**src/rtl/nubus_pkg.sv**
```systemverilog
// -----------------------------------------------------------------------------
// nubus_pkg
// Shared types and constants for the NuBus slave responder: FSM state type,
// ACK-cycle status codes, attention-cycle codes, the slot-space nibble and a
// saturating counter helper.
// -----------------------------------------------------------------------------
package nubus_pkg;

    typedef enum logic [1:0] {
        IDLE = 2'd0,
        REQ  = 2'd1,
        ACK  = 2'd2
    } nbs_state_t;

    // Status driven on {TM1,TM0} during the ACK cycle. 2'b10 is never used.
    localparam logic [1:0] ST_COMPLETE = 2'b11;
    localparam logic [1:0] ST_ERROR    = 2'b01;
    localparam logic [1:0] ST_RETRY    = 2'b00;

    // {TM1,TM0} codes carried by attention cycles (START and ACK together).
    localparam logic [1:0] ATTN_LOCK = 2'b01;
    localparam logic [1:0] ATTN_NULL = 2'b11;

    // Upper address nibble that selects standard slot space.
    localparam logic [3:0] SLOT_SPACE = 4'hF;

    // Increment that sticks at all-ones instead of wrapping.
    function automatic logic [7:0] sat_inc8(input logic [7:0] v);
        return (v == 8'hFF) ? v : v + 8'd1;
    endfunction

endpackage

```
**src/rtl/nubus_slot_decode.sv**
```systemverilog
// -----------------------------------------------------------------------------
// nubus_slot_decode
// Combinational address decode for this card.
//   ad_hi  in  8  AD[31:24] of the current bus cycle
//   id     in  4  backplane slot ID
//   hit    out 1  address falls in this card's slot (or super-slot) space
// -----------------------------------------------------------------------------
module nubus_slot_decode #(
    parameter bit SUPER_EN = 1'b1
) (
    input  logic [7:0] ad_hi,
    input  logic [3:0] id,
    output logic       hit
);
    import nubus_pkg::*;

    logic slot_hit;
    logic super_hit;

    // Slot space: $Fs00_0000 - $FsFF_FFFF for slot s.
    assign slot_hit  = (ad_hi[7:4] == SLOT_SPACE) && (ad_hi[3:0] == id);
    // Super-slot space: $s000_0000 - $sFFF_FFFF. ID F would alias slot space
    // itself, so it never claims a super slot.
    assign super_hit = SUPER_EN && (ad_hi[7:4] == id) && (id != SLOT_SPACE);
    assign hit       = slot_hit || super_hit;

endmodule

```
**src/rtl/nubus_slave_resp.sv**
```systemverilog
// -----------------------------------------------------------------------------
// nubus_slave_resp
// NuBus target-side responder. Decodes address cycles aimed at this card,
// hands them to the local bus, and drives a one-cycle ACK with a status code.
// Also tracks lock/null attention cycles.
//   nub_clkn, nub_resetn         clock (rising edge) / async active-low reset
//   ID                           slot ID
//   START, ACK, TM1, TM0, AD     NuBus inputs (asserted = 1)
//   lcl_req, lcl_addr, lcl_mode  local request, latched AD[31:2], {TM,AD[1:0]}
//   lcl_rdy, lcl_err, lcl_busy   local completion and its qualifiers
//   lcl_lock                     lock-attention in effect
//   ack_out, tm1_out, tm0_out    ACK and status to drive on the bus
//   ackoe, dataoe                transceiver enables for ACK/TM and AD
// -----------------------------------------------------------------------------
module nubus_slave_resp #(
    parameter int WAIT_MIN   = 0,
    parameter int TMO_CYCLES = 200,
    parameter bit SUPER_EN   = 1'b1
) (
    input  logic        nub_clkn,
    input  logic        nub_resetn,
    input  logic [3:0]  ID,
    input  logic        START,
    input  logic        ACK,
    input  logic        TM1,
    input  logic        TM0,
    input  logic [31:0] AD,
    output logic        lcl_req,
    output logic [29:0] lcl_addr,
    output logic [3:0]  lcl_mode,
    input  logic        lcl_rdy,
    input  logic        lcl_err,
    input  logic        lcl_busy,
    output logic        lcl_lock,
    output logic        ack_out,
    output logic        tm1_out,
    output logic        tm0_out,
    output logic        ackoe,
    output logic        dataoe
);
    import nubus_pkg::*;

    // The ACK port shadows the imported state literal of the same name, so
    // the ACK state is always written with its package scope.

    localparam logic [7:0] WAIT_MIN_C = 8'(WAIT_MIN);
    localparam logic [7:0] TMO_LAST   = 8'(TMO_CYCLES - 1);

    nbs_state_t  state_q, state_d;
    logic [29:0] addr_q, addr_d;
    logic [3:0]  mode_q, mode_d;
    logic [7:0]  wait_cnt_q, wait_cnt_d;
    logic [7:0]  tmo_cnt_q, tmo_cnt_d;
    logic [1:0]  status_q, status_d;
    logic        lock_q, lock_d;

    logic hit;
    logic wait_ok;
    logic attn_cycle;
    logic addr_cycle;

    nubus_slot_decode #(.SUPER_EN(SUPER_EN)) u_slot_decode (
        .ad_hi (AD[31:24]),
        .id    (ID),
        .hit   (hit)
    );

    // With no minimum wait the comparison is dropped rather than left as an
    // always-true unsigned compare.
    generate
        if (WAIT_MIN == 0) begin : g_no_wait
            assign wait_ok = 1'b1;
        end else begin : g_wait
            assign wait_ok = (wait_cnt_q >= WAIT_MIN_C);
        end
    endgenerate

    assign attn_cycle = START && ACK;
    assign addr_cycle = START && !ACK;

    always_comb begin
        // NOTE: every variable gets a default before any branch so that no
        // path leaves it unassigned, which would infer a latch.
        state_d    = state_q;
        addr_d     = addr_q;
        mode_d     = mode_q;
        wait_cnt_d = wait_cnt_q;
        tmo_cnt_d  = tmo_cnt_q;
        status_d   = status_q;
        lock_d     = lock_q;

        // Attention cycles are observed regardless of transaction state.
        if (attn_cycle) begin
            if ({TM1, TM0} == ATTN_LOCK) begin
                lock_d = 1'b1;
            end else if ({TM1, TM0} == ATTN_NULL) begin
                lock_d = 1'b0;
            end
        end

        case (state_q)
            IDLE: begin
                if (addr_cycle && hit) begin
                    state_d    = REQ;
                    addr_d     = AD[31:2];
                    mode_d     = {TM1, TM0, AD[1:0]};
                    wait_cnt_d = 8'd0;
                    tmo_cnt_d  = 8'd0;
                end
            end
            REQ: begin
                wait_cnt_d = sat_inc8(wait_cnt_q);
                tmo_cnt_d  = sat_inc8(tmo_cnt_q);
                // A qualifying ready in the last timeout cycle still wins.
                if (lcl_rdy && wait_ok) begin
                    state_d = nubus_pkg::ACK;
                    if (lcl_err) begin
                        status_d = ST_ERROR;
                    end else if (lcl_busy) begin
                        status_d = ST_RETRY;
                    end else begin
                        status_d = ST_COMPLETE;
                    end
                end else if (tmo_cnt_q == TMO_LAST) begin
                    state_d  = nubus_pkg::ACK;
                    status_d = ST_ERROR;
                end
            end
            nubus_pkg::ACK: begin
                state_d = IDLE;
            end
            default: begin
                state_d = IDLE;
            end
        endcase
    end

    always_ff @(posedge nub_clkn or negedge nub_resetn) begin
        if (!nub_resetn) begin
            state_q    <= IDLE;
            addr_q     <= '0;
            mode_q     <= '0;
            wait_cnt_q <= '0;
            tmo_cnt_q  <= '0;
            status_q   <= '0;
            lock_q     <= 1'b0;
        end else begin
            // NOTE: non-blocking assignments so every flop samples the
            // pre-edge values, independent of statement order.
            state_q    <= state_d;
            addr_q     <= addr_d;
            mode_q     <= mode_d;
            wait_cnt_q <= wait_cnt_d;
            tmo_cnt_q  <= tmo_cnt_d;
            status_q   <= status_d;
            lock_q     <= lock_d;
        end
    end

    // Bus-facing strobes decode the registered state only.
    assign lcl_req  = (state_q == REQ);
    assign ack_out  = (state_q == nubus_pkg::ACK);
    assign ackoe    = ack_out;
    assign tm1_out  = ack_out && status_q[1];
    assign tm0_out  = ack_out && status_q[0];
    // Read data goes out only with a successful read (lcl_mode[3] = TM1).
    assign dataoe   = ack_out && mode_q[3] && (status_q == ST_COMPLETE);
    assign lcl_addr = addr_q;
    assign lcl_mode = mode_q;
    assign lcl_lock = lock_q;

endmodule
```
**config.mk**
```make
export PLATFORM = sky130hd
export DESIGN_NAME = nubus_slave_resp
export DESIGN_NICKNAME = d
export VERILOG_FILES = /design/src/rtl/nubus_pkg.sv /design/src/rtl/nubus_slot_decode.sv /design/src/rtl/nubus_slave_resp.sv
export SDC_FILE = /design/constraint.sdc
export NUM_CORES = 1
export LEC_CHECK = 0
export CAP_MARGIN = 20
export CELL_PAD_IN_SITES_DETAIL_PLACEMENT = 2
export CELL_PAD_IN_SITES_GLOBAL_PLACEMENT = 2
export CORE_MARGIN = 2
export CORE_UTILIZATION = 28
export CTS_BUF_LIST = sky130_fd_sc_hd__clkbuf_16
export CTS_CLUSTER_DIAMETER = 60
export DETAILED_ROUTE_END_ITERATION = 8
export GPL_TIMING_DRIVEN = 0
export PLACE_DENSITY = 0.78
export SLEW_MARGIN = 20
export SYNTH_ARGS = -nofsm -noshare
export SYNTH_HDL_FRONTEND = slang
export SYNTH_SLANG_ARGS = --single-unit
```
**constraint.sdc**
```tcl
create_clock -name nub_clkn -period 2.2 [get_ports nub_clkn]
set_input_delay 0.22 -clock nub_clkn [delete_from_list [all_inputs] [get_ports nub_clkn]]
set_output_delay 0.22 -clock nub_clkn [all_outputs]
set_load 0.01 [all_outputs]
```
==> results.ini <==
[timing]
fin_crit_sh_pct = 93.9
layout_min_cycle_time_ns = 2.07
relSlewSlack_pct = 70.5
grt_setup_unrepaired = no
setup_viol_count_final = 0
fin_setup_tns_ns = 0
fmax_ghz = 0.484
fin_skew_ns = 0.00329
maxSlewViolCount = 0
hold_viol_final = 0
holdWs_ns = 0.413
tightest_slew_ns = 0.443

[synthesis]
synth_cell_types = 33
synth_enable_flop_cells = 0
syn_area_um2 = 2220
post-synth-top-count-cell = dfrtp_1
postSynthCellCount = 165
avgSynthCellArea_um2 = 13.5
ys_seq_area_share_pct = 53.0
ys.warnings.count = 0
yosys-top-cells-count = dfrtp_1 (47), mux2_4 (30), nand2_1 (9), o21ai_0 (9), xnor2_1 (8)
yosys.area.top_type = dfrtp_1
async_flop_share_pct = 100
synthFlopType = dfrtp_1
synth-seq-cells = 47
synth_nets = 211
synth_top_area_share_pct = 53.0
synth_area_leaders = dfrtp_1 (53%), mux2_4 (20%), xnor2_1 (3.2%)

[final_layout]
area_delta_synth_final_pct = 51.2
fin_area_um2 = 3360
nNetsFinal = 305
diodes = 0
drive_gt1_share_pct = 19.3
final_cells = 361

[outcome]
status = finished clean

[clocking]
clockBufferDepth = 2
htreeDepth = 2
cts_buffers = 5
cts_tree = done
clock_sinks = 47
cts-root-buf = clkbuf_16
clkLatencyLatePin_ns = 0.28
clkTransAtPathRegs_ns = 0.06

[routing]
drc_errors = 0
routed_via_density = 4.59
wirelength_um = 5890
postRouteAntennaNets = 0
drtIter0Drc = 23
drt_pass1_iterations = 4
vias = 1656
drt-wirelength-per-cell_um = 16.3

[die]
core-area_um2 = 7690
chipWidth_um = 93.0
start_util_pct = 28.9
std_cell_rows = 32
die_area_um2 = 8660
pin_count = 86
die_h_um = 93.0

[power]
p_leak_nw = 1.44
p_total_mw = 3.10
pwr-share-clk_pct = 22.4
pwr_density_cell_nw_per_um2 = 924
p_sw_uw = 873
sw_frac_of_total_pct = 28.1
p_int_mw = 2.23
p_seq_share_pct = 43.2
max-vdd-ir-drop_mv = 0.276
combPwrFrac_pct = 34.4

[worst_setup_path]
reg2reg_depth = 5
reg2reg_to = lcl_addr[19]$_DFFE_PN0P_
arrival_ns = 1.85
r2r_setup_slack_ns = 0.26
start_kind = flop
worst-setup-path-type = reg2out
required_ns = 1.98
crit_path_max_fanout = 4
reg2reg_from = state_q[1]$_DFFE_PN0P_
endpoint_kind = primary output

[placement]
dpl_cell_area_um2 = 3210
place_inst = 353
io_buffers = 85
gp_congestion = 0.754
hpwl_um = 4640

[global_routing]
grt-ovfl-total = 0
track_usage_pct = 14.1
grt_pass1_wl_um = 9520
grt_max_degree = 32
antenna_found_initial = 0
grt_pass1_vias = 1769

[run]
max_cap_violations = 0

[min_path]
hp-class = in2async

-- power by group through the flow --
| stage | sequential [mW] | combinational [mW] | clock (mW) |
|---|---|---|---|
| floorplan | 1.40 | 0.424 | 0 |
| finish | 1.34 | 1.07 | 0.696 |
| CTS | 1.35 | 1.09 | 0.736 |
| detailed placement | 1.36 | 1.08 | 0 |
| global route | 1.39 | 1.17 | 0.773 |
| global placement | 1.33 | 1.04 | 0 |
-- layer usage --
metal | track usage [%] | wire length (um) | share of wire [%] | up-vias
met4 | 3.43 | 58 | 0.98 | 0
met5 | 0 | 0 | 0 | -
met3 | 3.38 | 266 | 4.5 | 6
met1 | 17.8 | 2630 | 45 | 834
li1 | - | - | - | 769
met2 | 24.5 | 2930 | 50 | 47
-- cell type report --
type | instances | area, um2
fill | 788 | 4330
sequential | 47 | 1180
multi-input combinational | 106 | 965
timing repair buffer | 87 | 876
tap | 102 | 128
clock buffer | 5 | 125
buffer | 8 | 63.8
inverter | 4 | 15.0
clock inverter | 2 | 8.76
-- placed cells by master, fill, tap and decap left out, drive strengths merged, types with 4 or more instances in the layout --
cell type / Yosys / layout
clkbuf: 3 / 8
dfrtp: 47 / 47
o22ai: 4 / 4
nand3: 5 / 5
xnor2: 8 / 8
o21ai: 9 / 9
nor2: 6 / 6
inv: 4 / 4
clkdlybuf4s50: 0 / 84
buf: 5 / 7
nand2: 9 / 9
mux2: 34 / 34
-- flip-flops by register name (all words and copies together), names as in the netlist --
| signal | count |
|---|---|
| lcl_addr | 30 |
| lcl_lock | 1 |
| lcl_mode | 4 |
| state_q | 2 |
| status_q | 2 |
| tmo_cnt_q | 8 |
-- per-stage QoR --
stage / util [%] / setup WS, ns
floorplan: - / 0.424
global placement: 41.6 / -0.534
detailed placement: 41.8 / 0.0139
CTS: 43.7 / 0.104
global route: 43.7 / 0.0277
finish: 43.7 / 0.134
-- logic make-up after synthesis --
family	count (synthesis)	synth area share, %
flops	47	53.0
simple gates	41	10.7
mux	34	22.3
compound gates	21	6.37
buf+inv	12	3.55
xor+xnor	9	3.55
fa+ha+maj	1	0.564
-- critical path: stages, from the launching register on --
cell and delay (ns):
dfrtp_1 0.40, nor2b_1 0.29, and2_1 0.19, and3_1 0.16, clkdlybuf4s50_1 0.53
-- worst max path at each step --
stage	startpoint	endpoint	slack [ns]	cells past startpoint
floorplan	state_q[1]$_DFFE_PN0P_	lcl_addr[0]$_DFFE_PN0P_	0.42	5
global placement	nub_resetn	lcl_addr[1]$_DFFE_PN0P_	-0.53	1
global route	state_q[1]$_DFFE_PN0P_	dataoe	0.03	4
detailed placement	ACK	lcl_addr[11]$_DFFE_PN0P_	0.01	6
CTS	state_q[1]$_DFFE_PN0P_	dataoe	0.10	4
finish	state_q[1]$_DFFE_PN0P_	dataoe	0.13	4
-- timing repair --
action / in CTS / in global routing
hold buffers: 1 / 0
endpoints found under the hold margin: 16 / 0
resized for setup: 0 / 0
buffers inserted: 0 / 0
(Power assumes the default switching activity.)
